`config.mk`:
```
export PLATFORM = sky130hd
export DESIGN_NAME = full_wptr_flat
export DESIGN_NICKNAME = d
export VERILOG_FILES = /design/src/rtl/full_wptr_if.sv /design/src/rtl/full_wptr.sv /design/src/flat_wrapper.sv
export SDC_FILE = /design/constraint.sdc
export NUM_CORES = 1
export LEC_CHECK = 0
export CAP_MARGIN = 20
export CORE_UTILIZATION = 45
export DETAILED_ROUTE_END_ITERATION = 7
export GPL_TIMING_DRIVEN = 0
export PLACE_DENSITY_LB_ADDON = 0.1
export SETUP_SLACK_MARGIN = 0.02
export SYNTH_ARGS = -nofsm -noshare
export SYNTH_HDL_FRONTEND = slang
export SYNTH_SLANG_ARGS = --single-unit
```
`constraint.sdc`:
```
create_clock -name wclk -period 5.5 [get_ports wclk]
set_input_delay 0.55 -clock wclk [delete_from_list [all_inputs] [get_ports wclk]]
set_output_delay 0.55 -clock wclk [all_outputs]
set_load 0.02 [all_outputs]
```
`src/rtl/full_wptr_if.sv`:
```
// Write-side bundle of the async FIFO: client request, synchronized-in read pointer, memory write port and flags.
// wafull exists only when FIFO_ALMOST_FULL_EN is defined.
interface full_wptr_if #(
  parameter int WIDTH = 3
);
  logic             winc;
  logic [WIDTH:0]   grptr;
  logic             wen;
  logic [WIDTH-1:0] waddr;
  logic [WIDTH:0]   gwptr;
  logic [WIDTH:0]   gwptr_next;
  logic             wfull;
`ifdef FIFO_ALMOST_FULL_EN
  logic             wafull;

  modport master (
    output winc, grptr,
    input  wen, waddr, gwptr, gwptr_next, wfull, wafull
  );
  modport slave (
    input  winc, grptr,
    output wen, waddr, gwptr, gwptr_next, wfull, wafull
  );
`else
  modport master (
    output winc, grptr,
    input  wen, waddr, gwptr, gwptr_next, wfull
  );
  modport slave (
    input  winc, grptr,
    output wen, waddr, gwptr, gwptr_next, wfull
  );
`endif
endinterface

```
`src/rtl/full_wptr.sv`:
```
// Async FIFO write-side pointer and pessimistic registered full flag; the WIDTH parameter must match the bus interface.
// Optional registered almost-full flag under FIFO_ALMOST_FULL_EN.
module full_wptr #(
  parameter int WIDTH = 3
) (
  input  logic       wclk,
  input  logic       wrst,
  full_wptr_if.slave bus
);

  function automatic logic [WIDTH:0] bin2gray(input logic [WIDTH:0] b);
    return b ^ (b >> 1);
  endfunction

  function automatic logic [WIDTH:0] gray2bin(input logic [WIDTH:0] g);
    logic [WIDTH:0] b;
    for (int i = 0; i <= WIDTH; i++) begin
      b[i] = ^(g >> i);
    end
    return b;
  endfunction

  logic [WIDTH:0] wbin;
  logic [WIDTH:0] wbin_next;
  logic [WIDTH:0] gwptr_q;
  logic [WIDTH:0] rq1;
  logic [WIDTH:0] rq2;
  logic [WIDTH:0] rbin_s;
  logic           wfull_q;
  logic           wen;
  logic           full_term;

  assign wen       = bus.winc & ~wfull_q;
  assign wbin_next = wbin + (WIDTH+1)'(wen);
  assign rbin_s    = gray2bin(rq2);
  // rbin_s lags the true read pointer, so this can only over-report fullness.
  assign full_term = (wbin_next[WIDTH] != rbin_s[WIDTH]) &&
                     (wbin_next[WIDTH-1:0] == rbin_s[WIDTH-1:0]);

  always_ff @(posedge wclk) begin
    if (wrst) begin
      wbin    <= '0;
      gwptr_q <= '0;
      rq1     <= '0;
      rq2     <= '0;
      wfull_q <= 1'b0;
    end else begin
      wbin    <= wbin_next;
      gwptr_q <= bin2gray(wbin_next);
      rq1     <= bus.grptr;
      rq2     <= rq1;
      wfull_q <= full_term;
    end
  end

  assign bus.wen        = wen;
  assign bus.waddr      = wbin[WIDTH-1:0];
  assign bus.gwptr      = gwptr_q;
  assign bus.gwptr_next = bin2gray(wbin_next);
  assign bus.wfull      = wfull_q;

`ifdef FIFO_ALMOST_FULL_EN
  localparam logic [WIDTH:0] AFULL_LVL = (WIDTH+1)'((1 << WIDTH) - 1);

  logic [WIDTH:0] fill_lvl;
  logic           wafull_q;

  assign fill_lvl = wbin_next - rbin_s;

  always_ff @(posedge wclk) begin
    if (wrst) begin
      wafull_q <= 1'b0;
    end else begin
      wafull_q <= (fill_lvl >= AFULL_LVL);
    end
  end

  assign bus.wafull = wafull_q;
`endif

endmodule

```
`src/flat_wrapper.sv`:
```
// flat-port wrapper written by rule: the top's interface ports become plain ports
module full_wptr_flat 
#(
  parameter int WIDTH = 3
)
  (wclk, wrst, bus_winc, bus_grptr, bus_wen, bus_waddr, bus_gwptr, bus_gwptr_next, bus_wfull);
  full_wptr_if #(.WIDTH(WIDTH)) bus_i ();
  input  logic wclk;
  input  logic wrst;
  input wire logic [$bits(bus_i.winc)-1:0] bus_winc;
  input wire logic [$bits(bus_i.grptr)-1:0] bus_grptr;
  output wire logic [$bits(bus_i.wen)-1:0] bus_wen;
  output wire logic [$bits(bus_i.waddr)-1:0] bus_waddr;
  output wire logic [$bits(bus_i.gwptr)-1:0] bus_gwptr;
  output wire logic [$bits(bus_i.gwptr_next)-1:0] bus_gwptr_next;
  output wire logic [$bits(bus_i.wfull)-1:0] bus_wfull;
  assign bus_i.winc = bus_winc;
  assign bus_i.grptr = bus_grptr;
  assign bus_wen = bus_i.wen;
  assign bus_waddr = bus_i.waddr;
  assign bus_gwptr = bus_i.gwptr;
  assign bus_gwptr_next = bus_i.gwptr_next;
  assign bus_wfull = bus_i.wfull;
  full_wptr #(.WIDTH(WIDTH)) u_core (.wclk(wclk), .wrst(wrst), .bus(bus_i));
endmodule
```
==> flow_results.org, run 1 <==
** Run status
- Run status :: finished, final reports clean

** STA
- Worst-margin pin slew :: 0.4181 ns
- Setup repair after global routing missed its margin :: no
- The worst pin sits at a relative slew slack of 0.7213.
- The final count of pins violating max slew came to 0.
- The number of hold violations in the final report was 0.
- Setup violations remaining at the end of the flow were counted as 0.
- Post-route minimum period :: 3.154 ns
- Clock skew :: 0.002640 ns
- For the final routed database, the setup TNS stands at 0 ns.
- Derived from the worst setup path, the maximum achievable clock frequency is 0.3171 GHz.
- Part of the cycle the worst path needs :: 0.5734

** Worst setup path
- The worst setup path is captured at a primary output.
- Data arrives at the worst endpoint at 2.60 ns.
- Class of the most critical setup path :: input port to primary output
- Worst path top cell family by delay :: buffers and inverters
- CP peak stage delay :: 0.63 ns
- Critical path cell sequence :: clkdlybuf4s50_1, nor2b_1, ha_1, ha_1, xor2_1, xnor2_1, clkdlybuf4s50_1
- Buffers plus inverters on the worst setup path :: 2
- Req. time, crit path :: 4.95 ns
- Worst-path cell with the longest stage delay :: sky130_fd_sc_hd__clkdlybuf4s50_1
- Along the worst path, the maximum fanout reaches 3.
- CP Launch Type :: input port

** Place
- Buffers placed on the I/O ports in this run total 19.
- GPL Wtd Cong :: 0.7218

** Floorplan
- Std cell rows :: 12
- For this configuration, the core starts out at a cell density of 0.5128.
- The die covers 0.001485 mm².
- Number of top-level design ports :: 20
- CORE AREA :: 0.001171 mm²
- Measured along the y axis, the die boundary spans 38.53 µm.
- Die Wd :: 38.53 µm

** GRT
- For this run, global-route usage on met1 was measured as 0.1507.
- Global router's overall resource usage :: 0.1476
- The via count of the first global-routing pass came to 346.
- Global-route congestion overflow total :: 0
- The first global-routing pass estimated 1380 µm of wire.
- Layer with the highest usage :: met2
- Largest net degree at the start of global routing :: 11
- Antenna violations before repair :: 0
- For this run, global-route usage on met2 was measured as 0.2458.
- In the global route stage, met3 resource usage came out at 0.05233.

** Drt
- The routed design has 888 µm of wire.
- Number of remaining DRC errors :: 0
- Post-DRT Antenna Nets :: 0
- DR pass1 iterations :: 2
- DRT iter0 DRCs :: 4
- In the routed layout, each cell is associated on average with a via count of 4.652.
- The detailed router placed 428 vias in this run.
- In the final routed layout, each cell accounts on average for 9.652 µm.

** CTS
- Cell chosen for the clock root :: sky130_fd_sc_hd__clkbuf_4
- Total of hold buffers inserted after clock tree synthesis :: 0
- CTS-repair resized insts :: 0
- Post CTS Setup Buffer Count :: 0
- The clock passes through at most 2 buffers.
- The tree built by TritonCTS fans out to 16 sinks.
- After clock tree synthesis, the clock-pin slew on the worst setup and hold paths is 0.09 ns.
- Clock tree from TritonCTS :: built
- Clock latency reported for the late side of the worst-skew pair :: 0.28 ns
- CTS H-tree lvls :: 1
- Number of clock buffers inserted by TritonCTS :: 3

** Synthesis
- Of all flip-flops after synthesis, the portion carrying an async set or reset was 0.
- Synthesized instance count :: 55
- Yosys printed 0 warnings.
- Total of flip-flops plus latches after synthesis :: 16
- Fraction of synthesized cell area taken by the top area cell type :: 0.5333
- After synthesis, the cell types taking the most area are sky130_fd_sc_hd__dfxtp_1 53%, sky130_fd_sc_hd__nor2b_1 15%, sky130_fd_sc_hd__xnor2_1 7.3%, sky130_fd_sc_hd__xor2_1 5.8%, sky130_fd_sc_hd__ha_1 4.2%.
- Synth cell types :: 14
- The most common cell in the synthesized netlist is sky130_fd_sc_hd__dfxtp_1.
- Dividing the synthesized area by the synthesized cell count gives 10.92 µm².
- The synthesized design contains 0 enable-type register cells.
- Ranked by instance count, the synthesized netlist is headed by 16 x sky130_fd_sc_hd__dfxtp_1, 14 x sky130_fd_sc_hd__nor2b_1, 5 x sky130_fd_sc_hd__xnor2_1.
- The share of the Yosys chip area taken by registers is 0.5333.
- Dominant cell type by area after synthesis :: sky130_fd_sc_hd__dfxtp_1
- Summing every instance area after synthesis gives 600.6 µm².
- Nets in the synthesized netlist :: 64
- In the synthesized netlist the dominant register cell turns out to be sky130_fd_sc_hd__dfxtp_1.

** Pwr
- Power spread over the standard cell area amounts to 298.3 mW/mm².
- The analysis attributes to cell leakage a power of 0.3342 nW.
- Pwr Total :: 0.2519 mW
- VDD sags by at most 0.2060 mV.

** Finish
- Antenna diodes :: 0
- Ratio of cells with drive above 1 in the final layout :: 0.08974
- Post-layout nets :: 88
- Fill cells in the final layout number 97.
- Area growth from synthesis to layout :: 40.62%

** Worst hold path
- Kind of path behind the tightest hold check :: flop to flop

** Job
- Max-cap violations in this run came to 0.
area by class of cell:
| type | instances | area [µm²] | share of cell area |
|---|---|---|---|
| plain buffers | 2 | 11.26 | 0.01333 |
| clock buffers | 4 | 36.28 | 0.04296 |
| inverters | 1 | 3.754 | 0.004444 |
| multi-input cells | 36 | 265.3 | 0.3141 |
| flip-flops and latches | 16 | 320.3 | 0.3793 |
| well taps | 14 | 17.52 | 0.02074 |
| repair buffers | 19 | 190.2 | 0.2252 |
metal layers:
| layer | vias to the layer above | part of all wire |
|---|---|---|
| li1 | 220 | - |
| met2 | 14 | 0.51 |
| met5 | - | 0 |
| met4 | 0 | 0.023 |
| met3 | 4 | 0.055 |
| met1 | 190 | 0.41 |
power breakdown:
| part | leakage [nW] | internal (mW) | total (mW) | switching [mW] |
|---|---|---|---|---|
| registers | 0.131 | 0.122 | 0.125 | 0.00272 |
| clock network | 0.0210 | 0.0403 | 0.0754 | 0.0352 |
| logic | 0.182 | 0.0273 | 0.0514 | 0.0241 |
registers in the layout, summed over array words and instances (netlist names):
name,count
u_core.bus.gwptr,4
u_core.bus.wfull,1
u_core.wbin,3
u_core.rq1,4
u_core.rq2,4
stage by stage:
stage,utilization,hold WS [ns],std cells,area (µm²),setup WS [ns]
5_1_grt,0.7212,0.4689,92,844.6,2.218
3_3_place_gp,0.6902,0.4164,88,808.3,2.356
2_1_floorplan,-,0.4138,55,600.6,3.010
3_5_place_dp,0.6902,0.4287,88,808.3,2.331
6_report,0.7212,0.4457,92,844.6,2.346
4_1_cts,0.7212,0.4537,92,844.6,2.319
logic make-up (layout without fill, tap and decap cells):
| family | Yosys count | count (layout) | synth area share |
|---|---|---|---|
| compound gates | 1 | 1 | 0.02499 |
| xor+xnor | 10 | 10 | 0.1583 |
| fa+ha+maj | 2 | 2 | 0.04166 |
| buf+inv | 3 | 26 | 0.02499 |
| simple gates | 23 | 23 | 0.2167 |
| flops | 16 | 16 | 0.5333 |
path summary, 6_finish.rpt:
kind	to	cells past startpoint	slack [ns]	start
hold / removal	u_core.rq2[2]	1	0.45	u_core.rq1[2]
hold reg to reg	u_core.rq2[2]	1	0.45	u_core.rq1[2]
setup reg to reg	u_core.bus.wfull	7	3.60	u_core.bus.wfull
setup / recovery	bus_gwptr_next[2]	7	2.35	bus_winc
cells in the final DEF, fill, tap and decap left out:
cell type                         count
sky130_fd_sc_hd__inv_1                1
sky130_fd_sc_hd__or3_1                2
sky130_fd_sc_hd__nand3_1              3
sky130_fd_sc_hd__clkbuf_8             1
sky130_fd_sc_hd__clkbuf_1             1
sky130_fd_sc_hd__dfxtp_1             16
sky130_fd_sc_hd__xnor2_1              5
sky130_fd_sc_hd__xor2_1               4
sky130_fd_sc_hd__nand2_1              2
sky130_fd_sc_hd__a221oi_2             1
sky130_fd_sc_hd__ha_1                 2
sky130_fd_sc_hd__nor2_1               2
sky130_fd_sc_hd__buf_4                1
sky130_fd_sc_hd__xnor2_2              1
sky130_fd_sc_hd__clkdlybuf4s50_1     19
sky130_fd_sc_hd__clkbuf_4             3
sky130_fd_sc_hd__nor2b_1             14
Note: power is estimated with default switching activity, not from simulation.
==> inputs of run 2 (changes only) <==
--- a/config.mk
+++ b/config.mk
@@ -6,7 +6,7 @@
 export NUM_CORES = 1
 export LEC_CHECK = 0
 export CAP_MARGIN = 20
-export CORE_UTILIZATION = 45
+export CORE_UTILIZATION = 38
 export DETAILED_ROUTE_END_ITERATION = 7
 export GPL_TIMING_DRIVEN = 0
 export PLACE_DENSITY_LB_ADDON = 0.1
==> constraint.sdc (replaced) <==
create_clock -name wclk -period 2.75 [get_ports wclk]
set_input_delay 0.275 -clock wclk [delete_from_list [all_inputs] [get_ports wclk]]
set_output_delay 0.275 -clock wclk [all_outputs]
set_load 0.02 [all_outputs]
==> flow_results.org, run 2 (same netlist as run 1, synthesis figures left out) <==
** Run status
- The flow ran to the end, and the final reports show no timing, DRC or antenna violations.

** Worst setup path
- Max FO, Critical Path :: 3 (unchanged)
- The critical path in this run is classified as input port to primary output.
- The worst setup path is captured at a primary output.
- Req. time, crit path :: 2.48 ns (-2.47 ns)
- CP Launch Type :: input port
- The register-to-register setup slack came to 0.87 ns (-2.73 ns).
- Arrival time of data at the critical path endpoint :: 2.31 ns (-0.29 ns)

** CTS
- Clock latency reported for the late side of the worst-skew pair :: 0.28 ns (about the same)
- The total number of clock tree sinks was 16 (unchanged).
- The tree is rooted in a sky130_fd_sc_hd__clkbuf_4.
- CTS H-tree lvls :: 1 (unchanged)
- The number of hold buffers added after cts was 0 (unchanged).
- The post-cts sizing count came to 0 (unchanged).
- The clock buffer count from CTS came to 3 (unchanged).
- The clock-pin slew on the worst setup and hold paths came to 0.09 ns (about the same).
- Clock tree from TritonCTS :: built
- The buffers inserted during post-CTS setup optimization is 0 (unchanged).
- Clk buf depth :: 2 (unchanged)

** Floorplan
- The number of top-level pins was 20 (unchanged).
- Die area :: 0.001743 mm² (+17%)
- Die Y-Extent :: 41.76 µm (+8.4%)
- CORE AREA :: 0.001383 mm² (+18%)
- The row count came to 13 (+1).
- The die outline width was 41.76 µm (+8.4%).
- The initial standard-cell utilization of the core came to 0.4344 (-0.07843).

** Drt
- Vias per cell :: 4.772 (+2.6%)
- The wire length after detailed routing is 917 µm (+3.3%).
- The post-detailed-route DRC marker count is 0 (unchanged).
- Post-DRT Antenna Nets :: 0 (unchanged)
- The starting DRC count in detailed routing is 1 (-3).
- The number of iterations in the first detailed-routing pass was 2 (unchanged).
- The detailed-route wire length per cell was 9.967 µm (+3.3%).
- DR vias :: 439 (+2.6%)

** STA
- The final count of pins violating max slew is 0 (unchanged).
- The setup skew after layout came to 0.004267 ns (+0.001626 ns).
- Setup repair after global routing missed its margin :: no
- Number of failing hold endpoints at the final stage :: 0 (unchanged)
- In the finished design, the share of the clock period the worst path needs comes to 0.9395.
- Max Clock Freq :: 0.3871 GHz
- The relative slew slack was 0.7180 (-0.003259).
- Subtracting the final worst setup slack from the clock period gives 2.583 ns.
- Setup TNS :: 0 ns (unchanged)
- The transition at the pin with the smallest max-transition slack is 0.4230 ns (+0.004889 ns).
- Setup violation total in the final timing report :: 0 (unchanged)

** Finish
- Post-layout nets :: 88 (unchanged)
- In the layout the commonest cells are 19 x sky130_fd_sc_hd__clkdlybuf4s50_1, 16 x sky130_fd_sc_hd__dfxtp_1, 14 x sky130_fd_sc_hd__nor2b_1.
- The fraction of final layout cells with drive strength greater than 1 was 0.07792 (-0.01182).
- Count of fill cells added during filler insertion :: 125 (+29%)
- Relative to the synthesized area, the layout overhead comes to 38.54%.
- The library cell used most frequently in the layout, excluding fill and tap cells, is sky130_fd_sc_hd__clkdlybuf4s50_1.
- The number of inserted diodes was 0 (unchanged).
- The post-route core utilization came to 0.6018 (-0.1193).

** GRT
- The first-pass GRT wire length is 1545 µm (+12%).
- Largest net degree at the start of global routing :: 11 (unchanged)
- The initial antenna violation count came to 0 (unchanged).
- Global router's overall resource usage :: 0.1209 (-0.02662)
- The overflow left after global routing was 0 (unchanged).
- The via count of the first global-routing pass was 390 (+13%).

** Pwr
- The sequential fraction of design power is 0.530 (+0.033).
- Peak VDD IR :: 0.3377 mV (+64%)
- The combinational group share of total power is 0.218 (+0.014).
- Switch Pwr :: 0.1219 mW (+97%)
- Switching fraction of total power :: 0.2583 (+0.01230)
- Internal :: 0.3501 mW (+84%)
- Leakage :: 0.3270 nW (-2.2%)
- The total power per unit cell area is 567.3 mW/mm² (+90%).
- The clock share of power is 0.252 (-0.047).

** Place
- The final estimated routing congestion in global placement is 0.7199 (-0.26%).
- IO buf count :: 19 (unchanged)

** Job
- The max-cap check violation count came to 0 (unchanged).

** Worst hold path
- Kind of path behind the tightest hold check :: flop to flop
==> run 2: cell types whose count changed in the layout (fill, tap and decap cells not counted) <==
cell / change
sky130_fd_sc_hd__clkbuf_8: -1
==> run 2: path summary, 6_finish.rpt <==
path                          from           endpoint  cells after the start
setup reg to reg  u_core.bus.wfull   u_core.bus.wfull                      7
hold / removal       u_core.rq1[3]      u_core.rq2[3]                      1
setup / recovery          bus_winc  bus_gwptr_next[2]                      7
hold reg to reg      u_core.rq1[3]      u_core.rq2[3]                      1
==> run 2: area by class of cell <==
cell class / instances / area [µm²] / area share
Tap cell: 15 / 18.77 / 0.02256
Buffer: 2 / 11.26 / 0.01353
Inverter: 1 / 3.754 / 0.004511
Timing Repair Buffer: 19 / 190.2 / 0.2286
Multi-Input combinational cell: 36 / 265.3 / 0.3188
Sequential cell: 16 / 320.3 / 0.3850
Clock buffer: 3 / 22.52 / 0.02707
==> run 2: worst max-delay path, cell delays in order <==
cell and delay [ns]:
sky130_fd_sc_hd__clkdlybuf4s50_1 0.45, sky130_fd_sc_hd__nor2b_1 0.16, sky130_fd_sc_hd__ha_1 0.21, sky130_fd_sc_hd__ha_1 0.24, sky130_fd_sc_hd__xor2_1 0.19, sky130_fd_sc_hd__xnor2_1 0.15
sky130_fd_sc_hd__clkdlybuf4s50_1 0.63
==> run 2: stage by stage <==
stage / power [mW] / setup slack [ns] / std cells / area, µm² / hold slack [ns]
finish: 0.4720 / 0.1665 / 92 / 832.0 / 0.4411
detailed placement: 0.3599 / 0.1521 / 89 / 809.5 / 0.4263
global route: 0.4977 / 0.04954 / 92 / 832.0 / 0.4605
CTS: 0.4798 / 0.1476 / 92 / 832.0 / 0.4489
floorplan: 0.3132 / 0.6245 / 55 / 600.6 / 0.3466
global placement: 0.3579 / 0.1543 / 89 / 809.5 / 0.4175
==> run 2: power by group through the flow <==
stage	registers, mW	logic [mW]	clock network [mW]
floorplan	0.265	0.0483	0
detailed placement	0.256	0.104	0
finish	0.250	0.103	0.119
global route	0.252	0.110	0.136
CTS	0.250	0.104	0.125
global placement	0.255	0.103	0
==> run 2: layer usage <==
layer / GRT usage / vias up / wire length [µm]
li1: - / 216 / -
met1: 0.1340 / 199 / 374
met2: 0.1781 / 18 / 447
met3: 0.02609 / 6 / 49
met4: 0.1355 / 0 / 46
met5: 0 / - / 0
==> inputs of run 3 (changes only) <==
--- a/config.mk
+++ b/config.mk
@@ -9,6 +9,7 @@
 export CORE_UTILIZATION = 38
 export DETAILED_ROUTE_END_ITERATION = 7
 export GPL_TIMING_DRIVEN = 0
+export MAX_ROUTING_LAYER = met4
 export PLACE_DENSITY_LB_ADDON = 0.1
 export SETUP_SLACK_MARGIN = 0.02
 export SYNTH_ARGS = -nofsm -noshare
==> results of run 3 <==
Same layout as run 2: the final DEF is identical, and so are final timing and power.
Main changes from that run: final weighted congestion in routability-driven placement 0.7199 -> 0.7284; overall routing resource usage 0.1209 -> 0.1243
